### config.mk
export PLATFORM = sky130hd
export DESIGN_NAME = fp_stream_capture
export DESIGN_NICKNAME = d
export VERILOG_FILES = /design/src/rtl/fp_stream_capture.sv
export SDC_FILE = /design/constraint.sdc
export NUM_CORES = 1
export LEC_CHECK = 0
export ABC_AREA = 0
export CAP_MARGIN = 30
export CORE_MARGIN = 3
export CORE_UTILIZATION = 50
export CTS_CLUSTER_SIZE = 30
export DETAILED_ROUTE_END_ITERATION = 12
export PLACE_DENSITY = 0.64
export SLEW_MARGIN = 20
export SYNTH_ARGS = -nofsm -noshare
export SYNTH_HDL_FRONTEND = slang
export SYNTH_SLANG_ARGS = --single-unit
### constraint.sdc
create_clock -name clk -period 5.8 [get_ports clk]
set_clock_uncertainty 0.2 [all_clocks]
set_input_delay 0.58 -clock clk [delete_from_list [all_inputs] [get_ports clk]]
set_output_delay 0.58 -clock clk [all_outputs]
set_load 0.005 [all_outputs]
### src/rtl/fp_stream_capture.sv
// Sink for the FP FIR sample stream: show-ahead FIFO with overflow accounting and
// NaN/Inf/peak-magnitude monitoring. The input stream has no backpressure.
module fp_stream_capture #(
   parameter int unsigned DEPTH  = 32,
   parameter int unsigned ADDR_W = 5
) (
   input  logic              clk,
   input  logic              rst,
   input  logic              clear,
   input  logic              valid_in,
   input  logic [31:0]       data_in,
   input  logic              rd_ready,
   output logic              rd_valid,
   output logic [31:0]       rd_data,
   output logic [ADDR_W:0]   count,
   output logic              overflow,
   output logic [15:0]       drop_cnt,
   output logic              nan_seen,
   output logic              inf_seen,
   output logic [30:0]       peak_mag
);

   localparam logic [ADDR_W:0] FullCnt = (ADDR_W + 1)'(DEPTH);

   logic [31:0]       mem [DEPTH];
   logic [ADDR_W-1:0] wr_ptr_q, rd_ptr_q;
   logic [ADDR_W:0]   count_q;
   logic              overflow_q, nan_seen_q, inf_seen_q;
   logic [15:0]       drop_cnt_q;
   logic [30:0]       peak_mag_q;

   logic full, rd_fire, wr_acc, drop, mon, exp_ones, mant_zero, is_nan, is_inf;

   always_comb begin
      full      = (count_q == FullCnt);
      rd_fire   = (count_q != '0) && rd_ready && !clear;
      // A read in the same cycle frees the slot, so a full FIFO can still accept.
      wr_acc    = valid_in && !clear && (!full || rd_fire);
      drop      = valid_in && !clear && full && !rd_fire;
      mon       = valid_in && !clear;
      exp_ones  = &data_in[30:23];
      mant_zero = (data_in[22:0] == '0);
      is_nan    = exp_ones && !mant_zero;
      is_inf    = exp_ones && mant_zero;
   end

   // Storage carries no reset; contents are don't-care while empty.
   always_ff @(posedge clk) begin
      if (wr_acc && !rst) begin
         mem[wr_ptr_q] <= data_in;
      end
   end

   always_ff @(posedge clk) begin
      if (rst || clear) begin
         wr_ptr_q   <= '0;
         rd_ptr_q   <= '0;
         count_q    <= '0;
         overflow_q <= 1'b0;
         drop_cnt_q <= '0;
         nan_seen_q <= 1'b0;
         inf_seen_q <= 1'b0;
         peak_mag_q <= '0;
      end else begin
         if (wr_acc) begin
            wr_ptr_q <= wr_ptr_q + 1'b1;
         end
         if (rd_fire) begin
            rd_ptr_q <= rd_ptr_q + 1'b1;
         end
         case ({wr_acc, rd_fire})
            2'b10:   count_q <= count_q + 1'b1;
            2'b01:   count_q <= count_q - 1'b1;
            default: count_q <= count_q;
         endcase
         if (drop) begin
            overflow_q <= 1'b1;
            if (drop_cnt_q != 16'hFFFF) begin
               drop_cnt_q <= drop_cnt_q + 16'd1;
            end
         end
         if (mon && is_nan) begin
            nan_seen_q <= 1'b1;
         end
         if (mon && is_inf) begin
            inf_seen_q <= 1'b1;
         end
         if (mon && !is_nan && (data_in[30:0] > peak_mag_q)) begin
            peak_mag_q <= data_in[30:0];
         end
      end
   end

   assign rd_valid = (count_q != '0);
   assign rd_data  = mem[rd_ptr_q];
   assign count    = count_q;
   assign overflow = overflow_q;
   assign drop_cnt = drop_cnt_q;
   assign nan_seen = nan_seen_q;
   assign inf_seen = inf_seen_q;
   assign peak_mag = peak_mag_q;

endmodule

==> results of run 1 <==
## cell usage in the layout (no fill, tap or decap), types with 3 or more instances in the layout
cell type,n
a211oi_1,3
clkdlybuf4s50_1,125
clkbuf_1,31
nor4_1,6
nand2_1,24
buf_4,66
nor2b_1,3
clkinv_2,23
nand2b_1,3
inv_6,4
nor2_4,32
xnor2_1,5
nor2_1,44
nor3_1,6
mux4_2,320
bufinv_16,4
xor2_1,20
ha_1,38
a21oi_2,30
o211ai_1,35
and3_1,6
dfxtp_4,4
nand4_1,20
clkbuf_16,110
dfxtp_1,66
nand3_1,11
o21ai_0,9
a21oi_1,15
or3_1,7
nand3b_1,3
buf_12,27
inv_1,34
o211ai_2,30
mux2_2,32
edfxtp_1,1024
mux2i_1,3
clkinv_1,26
## synthesized netlist by cell type (15+ instances only)
cell type	n
a21oi_1	15
a21oi_2	30
buf_2	34
clkbuf_1	58
dfxtp_1	71
edfxtp_1	1024
ha_1	38
inv_1	34
mux2_2	32
mux4_2	320
nand2_1	25
nand4_1	20
nor2_1	76
o211ai_1	35
o211ai_2	30
xor2_1	20
## metal layers
metal	routed length [microns]	part of all wire
met5	0	0
met1	43940	0.42
met4	1674	0.016
met2	50550	0.48
met3	9486	0.090
## final timing paths
check                endpoint  cells past startpoint
setup / recovery  rd_data[28]                      5
hold reg to reg      overflow                      1
hold / removal       overflow                      1
setup reg to reg   mem[6][17]                      7
## stage by stage
stage                 util  total power, W
finish              0.5854         0.01554
global route        0.5854         0.01602
CTS                 0.5847         0.01565
detailed placement  0.5464        0.009189
global placement    0.5461        0.009170
floorplan                -        0.008958
## area by class of cell
type                    count  area [sq um]  area share
multi-input cells         738         10650      0.2129
well taps                1144          1431     0.02863
clock inverters            60         400.4    0.008007
flip-flops and latches   1095         32190      0.6437
repair buffers            221          2341     0.04682
inverters                  34         127.6    0.002552
clock buffers             141          2869     0.05738
## state kept, by name (all words and copies together), names as in the netlist, named ones only
register and cells:
count 6, rd_ptr_q 5, wr_ptr_q 5, drop_cnt 16, nan_seen 1, mem 1024, peak_mag 31, inf_seen 1
overflow 1
## power by group through the flow
stage / Sequential [W] / Clock [W] / Combinational [W]
floorplan: 0.00882 / 0 / 0.000141
finish: 0.00865 / 0.00651 / 0.000371
CTS: 0.00865 / 0.00663 / 0.000370
global placement: 0.00882 / 0 / 0.000350
global route: 0.00865 / 0.00697 / 0.000401
detailed placement: 0.00882 / 0 / 0.000369
## cell families (layout without fill, tap and decap cells)
family | after synthesis | after routing | share of synthesized area
AO/OA/AOI/OAI | 139 | 139 | 0.02774
XOR/XNOR | 25 | 25 | 0.005067
adder cells (fa/ha/maj) | 38 | 38 | 0.01100
buffers and inverters | 142 | 456 | 0.01514
flip-flops | 1095 | 1095 | 0.7445
multiplexers | 355 | 355 | 0.1758
AND/OR/NAND/NOR | 181 | 181 | 0.02076
## critical path, cell delays in order, from the launching register on
cell and delay, ns:
dfxtp_4 0.84, buf_4 0.51, mux4_2 0.58, mux4_2 0.51
mux2_2 0.30, clkdlybuf4s50_1 0.45
==> results.json, run 1 <==
{
  "seqPwrFrac": 0.557,
  "postCtsHoldBufs": 0,
  "critPathKind": "reg -> out",
  "dp.cells": 3229,
  "cts-resized-gates": 0,
  "fin_crit_ns": 4.704,
  "ios": 126,
  "firstDrtPassIters": 5,
  "h-tree-depth": 3,
  "die_area_sq_mm": 0.08999,
  "setup_viol": 0,
  "place.gp.congestion": 0.8265,
  "pwr-share-clk": 0.419,
  "clock_sinks": 1095,
  "grtUsageMet3": 0.05611,
  "fmax_mhz": 212.6,
  "p_leak_nw": 14.96,
  "grt_pass1_vias": 21879,
  "hold_class": "reg -> reg",
  "grt_overflow_total": 0,
  "io_buffers": 125,
  "setup_ws_ns": 1.096,
  "post-place-ws_ns": 1.418,
  "slew_violations": 0,
  "cap_violations": 0,
  "power_density_mw_per_mm2": 310.7,
  "cts_tree": "built",
  "worstReg2RegStart": "count[1]",
  "cts_buffer_depth": 3,
  "slew_headroom": 0.3447,
  "grt.total_usage": 0.2386,
  "chipHeight_microns": 300.0,
  "ys_types": 55,
  "busiest_layer": "met2",
  "tightest_slew_ns": 0.9794,
  "dp_hpwl_mm": 61.22,
  "cp_max_fo": 34,
  "gr-usage-met1": 0.3500,
  "finalHoldViolations": 0,
  "period_share": 0.8110,
  "start_kind": "register",
  "antenna_cells": 0,
  "core_sq_mm": 0.08541,
  "drt_iter0_drc": 2324,
  "yosysTopAreaCell": "edfxtp_1",
  "viasPerCell": 6.217,
  "synth.top_cell.area_share": 0.7116,
  "yosysWarnings": 0,
  "ys_ff_latch": 1095,
  "wirelength_mm": 105.7,
  "syn_area_per_cell_sq_um": 21.88,
  "rows": 107,
  "clk_pin_slew_worst_paths_ns": 0.06,
  "placed_area_sq_mm": 0.04667,
  "fill_cells": 6200,
  "insertion_delay_ns": 0.67,
  "required_ns": 5.02,
  "reg2reg_slack_ns": 2.01,
  "final.setup.tns_ns": 0,
  "synthToLayoutAreaGrowth_pct": 15.71,
  "worstHoldStart": "overflow",
  "intPower_w": 0.01242,
  "finalHoldWorstSlack_ns": 0.2995,
  "final_nets": 2274,
  "wire_per_inst_microns": 30.78,
  "endpoint_kind": "primary output",
  "arrival_ns": 3.92,
  "start_util": 0.5059,
  "status": "completed",
  "synth-seq-area-share": 0.7445,
  "fin_cells": 3433,
  "peakVddDrop_uv": 221.8,
  "p_sw_w": 0.003117,
  "use_met2": 0.3704,
  "vias": 21344,
  "rsz0062_at_grt": "false",
  "ant_nets": 0,
  "drive_gt1_frac": 0.3071,
  "ys.flop_type": "edfxtp_1",
  "cts_setup_buffers": 0,
  "synth_fp_nets": 2050,
  "antenna_found_initial": 0,
  "drc": 0,
  "netlist_instances": 1975,
  "synth_edf_count": 1024,
  "synth_area_sq_mm": 0.04321,
  "grt_pass1_wl_mm": 153.7,
  "die_w_microns": 300.0,
  "cts_root_buffer": "clkbuf_16",
  "stdcell_area_sq_mm": 0.05000,
  "p_comb_frac": 0.024,
  "grt_max_degree": 65,
  "switching_share": 0.2006,
  "cts_made_buffers": 109,
  "synth_top_cells_by_area": "edfxtp_1, mux4_2, dfxtp_1",
  "synthArstFlopShare": 0
}
(Power assumes the default switching activity.)
==> run 2: changes to the inputs <==
==> constraint.sdc (replaced) <==
create_clock -name clk -period 4.35 [get_ports clk]
set_clock_uncertainty 0.2 [all_clocks]
set_input_delay 0.435 -clock clk [delete_from_list [all_inputs] [get_ports clk]]
set_output_delay 0.435 -clock clk [all_outputs]
set_load 0.005 [all_outputs]
==> results.json, run 2 (synthesized netlist as in run 1, its figures left out) <==
{
  "p_leak_nw": 15.36,
  "place.gp.congestion": 0.8322,
  "die_area_sq_mm": 0.08999,
  "h-tree-depth": 3,
  "clock_sinks": 1095,
  "cts_setup_buffers": 0,
  "tightest_slew_ns": 0.8657,
  "fill_cells": 6094,
  "io_buffers": 125,
  "finalHoldViolations": 0,
  "p_comb_frac": 0.024,
  "drive_gt1_frac": 0.3266,
  "peakVddDrop_uv": 353.8,
  "cts_buffer_depth": 3,
  "rsz0062_at_grt": "false",
  "ios": 126,
  "hold_class": "in -> reg",
  "endpoint_kind": "primary output",
  "clk_pin_slew_worst_paths_ns": 0.06,
  "postCtsHoldBufs": 0,
  "grt_overflow_total": 0,
  "drc": 0,
  "antenna_found_initial": 3,
  "fmax_mhz": 238.2,
  "vias": 21573,
  "die_w_microns": 300.0,
  "chipHeight_microns": 300.0,
  "cp_top_family": "multiplexers",
  "wirelength_mm": 109.5,
  "wire_per_inst_microns": 31.46,
  "grt_pass1_wl_mm": 159.2,
  "slowest_delay_ns": 0.55,
  "rows": 107,
  "required_ns": 3.71,
  "setup_viol": 0,
  "slew_violations": 0,
  "pwr-share-clk": 0.443,
  "arrival_ns": 3.56,
  "start_util": 0.5059,
  "fin_cells": 3480,
  "path_cells": "buf_12 > buf_12 > mux4_2 > mux4_2 > mux2_2 > clkdlybuf4s50_1",
  "cts-resized-gates": 0,
  "grt_max_degree": 65,
  "final_cell_mix": "edfxtp_1, mux4_2, clkdlybuf4s50_1",
  "slew_headroom": 0.4228,
  "grt.total_usage": 0.2474,
  "synthToLayoutAreaGrowth_pct": 17.31,
  "core_sq_mm": 0.08541,
  "cts_root_buffer": "clkbuf_16",
  "critPathKind": "reg -> out",
  "layout.area.seq_sq_mm": 0.03219,
  "grt_pass1_vias": 22224,
  "viasPerCell": 6.199,
  "power_density_mw_per_mm2": 427.0,
  "cts_tree": "built",
  "status": "completed",
  "start_kind": "register",
  "critPathSlowestCell": "mux4_2",
  "final.setup.tns_ns": 0,
  "intPower_w": 0.01740,
  "final_nets": 2318,
  "cp_max_fo": 34,
  "multi_input_area_sq_mm": 0.01063,
  "antenna_cells": 0,
  "firstDrtPassIters": 7,
  "insertion_delay_ns": 0.67,
  "layout_commonest_cell": "edfxtp_1",
  "drt_iter0_drc": 2653,
  "largest_register": "mem",
  "seqPwrFrac": 0.533,
  "dp_hpwl_mm": 65.35,
  "cts_made_buffers": 106,
  "ant_nets": 0,
  "critPathBufInv": 3,
  "dp.cells": 3277,
  "largest_register_ffs": 1024,
  "period_share": 0.9651,
  "fin_crit_ns": 4.198,
  "p_sw_w": 0.004248,
  "switching_share": 0.1963,
  "cap_violations": 0
}
[run 2: final timing paths]
| check | start | to | slack, ns | cells after the start |
|---|---|---|---|---|
| max | register | rd_data[22] | 0.15 | 6 |
| min | data_in[31] | mem[27][31] | 0.26 | 1 |
| min reg2reg | overflow | overflow | 0.28 | 1 |
| max reg2reg | peak_mag[28] | peak_mag[8] | 0.84 | 9 |
[run 2: area by class of cell]
cell class	instances	share of cell area
Tap cell	1144	0.02823
Timing Repair Buffer	268	0.05255
Clock inverter	66	0.01671
Inverter	34	0.002517
Multi-Input combinational cell	738	0.2098
Clock buffer	135	0.05531
Sequential cell	1095	0.6349
[run 2: through the flow]
| stage | power (W) | util | worst slack [ns] | hold WS, ns | cell area (sq um) |
|---|---|---|---|---|---|
| 6_report | 0.02165 | 0.5935 | 0.1518 | 0.2601 | 50690 |
| 3_3_place_gp | 0.01224 | 0.5501 | 0.5438 | 0.2658 | 46980 |
| 4_1_cts | 0.02180 | 0.5930 | 0.04377 | 0.2905 | 50650 |
| 3_5_place_dp | 0.01227 | 0.5502 | 0.5398 | 0.2635 | 47000 |
| 2_1_floorplan | 0.01194 | - | 0.6794 | 0.2421 | 43210 |
| 5_1_grt | 0.02225 | 0.5935 | 0.01068 | 0.2562 | 50690 |
[run 2: power by group through the flow]
stage	sequential [W]	combinational (W)	clock, W
4_1_cts	0.0115	0.000509	0.00976
5_1_grt	0.0115	0.000553	0.0102
2_1_floorplan	0.0118	0.000188	0
3_5_place_dp	0.0118	0.000509	0
3_3_place_gp	0.0118	0.000486	0
6_report	0.0115	0.000514	0.00960
[run 2: routing by layer]
| metal | global-route usage | vias up | wire [microns] |
|---|---|---|---|
| met3 | 0.04455 | 177 | 9018 |
| met4 | 0.06442 | 2 | 2651 |
| met2 | 0.3929 | 979 | 53050 |
| li1 | - | 8868 | - |
| met1 | 0.3603 | 11547 | 44760 |
| met5 | 0 | - | 13 |
==> run 3: changes to the inputs <==
--- a/config.mk
+++ b/config.mk
@@ -7,6 +7,7 @@
 export LEC_CHECK = 0
 export ABC_AREA = 0
 export CAP_MARGIN = 30
+export CORE_ASPECT_RATIO = 0.6
 export CORE_MARGIN = 3
 export CORE_UTILIZATION = 50
 export CTS_CLUSTER_SIZE = 30
==> results.json, run 3 (synthesized netlist as in run 1, its figures left out) <==
{
  "largest_register": "mem",
  "finalHoldViolations": 0,
  "power_density_mw_per_mm2": 413.5,
  "antenna_found_initial": 5,
  "wire_per_inst_microns": 33.75,
  "io_buffers": 125,
  "finalHoldWorstSlack_ns": 0.1038,
  "ff2ff_path_depth": 9,
  "arrival_ns": 3.60,
  "rsz0062_at_grt": "false",
  "grt_pass1_vias": 22056,
  "grt_pass1_wl_mm": 165.9,
  "clock_sinks": 1095,
  "cts_buffer_depth": 3,
  "grt_overflow_total": 0,
  "setup_viol": 0,
  "chipHeight_microns": 233.7,
  "cts_setup_buffers": 0,
  "min_path_cells": 1,
  "place.gp.congestion": 0.8488,
  "peakVddDrop_uv": 330.0,
  "cts_root_buffer": "clkbuf_16",
  "fmax_mhz": 235.9,
  "insertion_delay_ns": 0.69,
  "cts_made_buffers": 96,
  "tightest_slew_ns": 0.8431,
  "drive_gt1_frac": 0.3235,
  "layout_commonest_cell": "edfxtp_1",
  "hold_class": "in -> reg",
  "final.setup.tns_ns": 0,
  "h-tree-depth": 3,
  "drc": 0,
  "final_cell_mix": "edfxtp_1, mux4_2, clkdlybuf4s50_1",
  "die_w_microns": 385.5,
  "core_sq_mm": 0.08454,
  "cp_max_fo": 13,
  "fill_cells": 5936,
  "rows": 82,
  "viasPerCell": 6.369,
  "largest_register_ffs": 1024,
  "drt_iter0_drc": 2705,
  "stdcell_area_sq_mm": 0.05043,
  "die_area_sq_mm": 0.09010,
  "vias": 21949,
  "dp_hpwl_mm": 70.89,
  "ant_nets": 0,
  "status": "completed",
  "start_kind": "register",
  "antenna_cells": 0,
  "cap_violations": 0,
  "placed_area_sq_mm": 0.04716,
  "required_ns": 3.71,
  "cts_tree": "built",
  "grt_max_degree": 50,
  "start_util": 0.5111,
  "clk_pin_slew_worst_paths_ns": 0.06,
  "slew_violations": 0,
  "slew_headroom": 0.4379,
  "p_leak_nw": 15.19,
  "critPathKind": "reg -> out",
  "ios": 126,
  "postCtsHoldBufs": 0,
  "wirelength_mm": 116.3,
  "fin_crit_ns": 4.240,
  "final_nets": 2308,
  "synthToLayoutAreaGrowth_pct": 16.69,
  "grt.total_usage": 0.2648,
  "endpoint_kind": "primary output",
  "firstDrtPassIters": 5,
  "period_share": 0.9747
}
==> run 3: cell count changes in the layout (fill, tap and decap cells not counted), moves of 3 or more <==
cell,before,now
clkinv_1,16,19
buf_12,24,36
clkinv_2,18,15
clkbuf_8,0,3
buf_4,115,102
clkbuf_1,27,16
clkbuf_16,108,103
bufinv_16,19,11
==> run 3: layout make-up <==
cell class | count | area (sq um) | area share
sequential | 1095 | 32190 | 0.6384
clock buffer | 121 | 2654 | 0.05263
clock inverter | 56 | 569.3 | 0.01129
tap | 1134 | 1419 | 0.02814
inverter | 34 | 127.6 | 0.002531
timing repair buffer | 268 | 2835 | 0.05623
multi-input combinational | 738 | 10630 | 0.2108
==> run 3: power breakdown <==
part / switching [W] / internal [W] / total [W]
clock network: 0.00380 / 0.00498 / 0.00878
logic: 0.000355 / 0.000184 / 0.000539
registers: 0.0000192 / 0.0115 / 0.0115
total: 0.00418 / 0.0167 / 0.0208
==> run 3: metrics by stage <==
step	cells	total power [W]	utilization	setup WS, ns
floorplan	1975	0.01194	-	0.6794
global placement	3265	0.01227	0.5574	0.4852
detailed placement	3267	0.01229	0.5578	0.4940
CTS	3444	0.02100	0.5960	0.03509
global route	3446	0.02146	0.5965	0.003283
finish	3446	0.02085	0.5965	0.1102
==> run 3: worst max-delay path, cell delays in order (launching register included) <==
cell and delay [ns]:
dfxtp_4 0.36, buf_4 0.27, buf_4 0.36, mux4_2 0.57, mux4_2 0.48, mux2_2 0.28
clkdlybuf4s50_1 0.58
==> run 3: routing by layer <==
layer | vias up | routed length (microns) | GRT usage
met3 | 139 | 11920 | 0.07256
met4 | 4 | 2065 | 0.05469
met5 | - | 29 | 0
met1 | 11843 | 51310 | 0.4138
li1 | 8836 | - | -
met2 | 1127 | 50980 | 0.3763
==> run 3: repair_timing <==
item | in CTS | in global routing
resized for setup | 0 | 2
setup endpoints to repair | 0 | 3
hold endpoints to repair | 0 | 0
==> run 3: path summary, 6_finish.rpt <==
check / startpoint / to / slack, ns
hold reg to reg: nan_seen / nan_seen / 0.29
hold / removal: data_in[31] / mem[18][31] / 0.10
setup reg to reg: peak_mag[27] / peak_mag[30] / 0.54
setup / recovery: register / rd_data[10] / 0.11
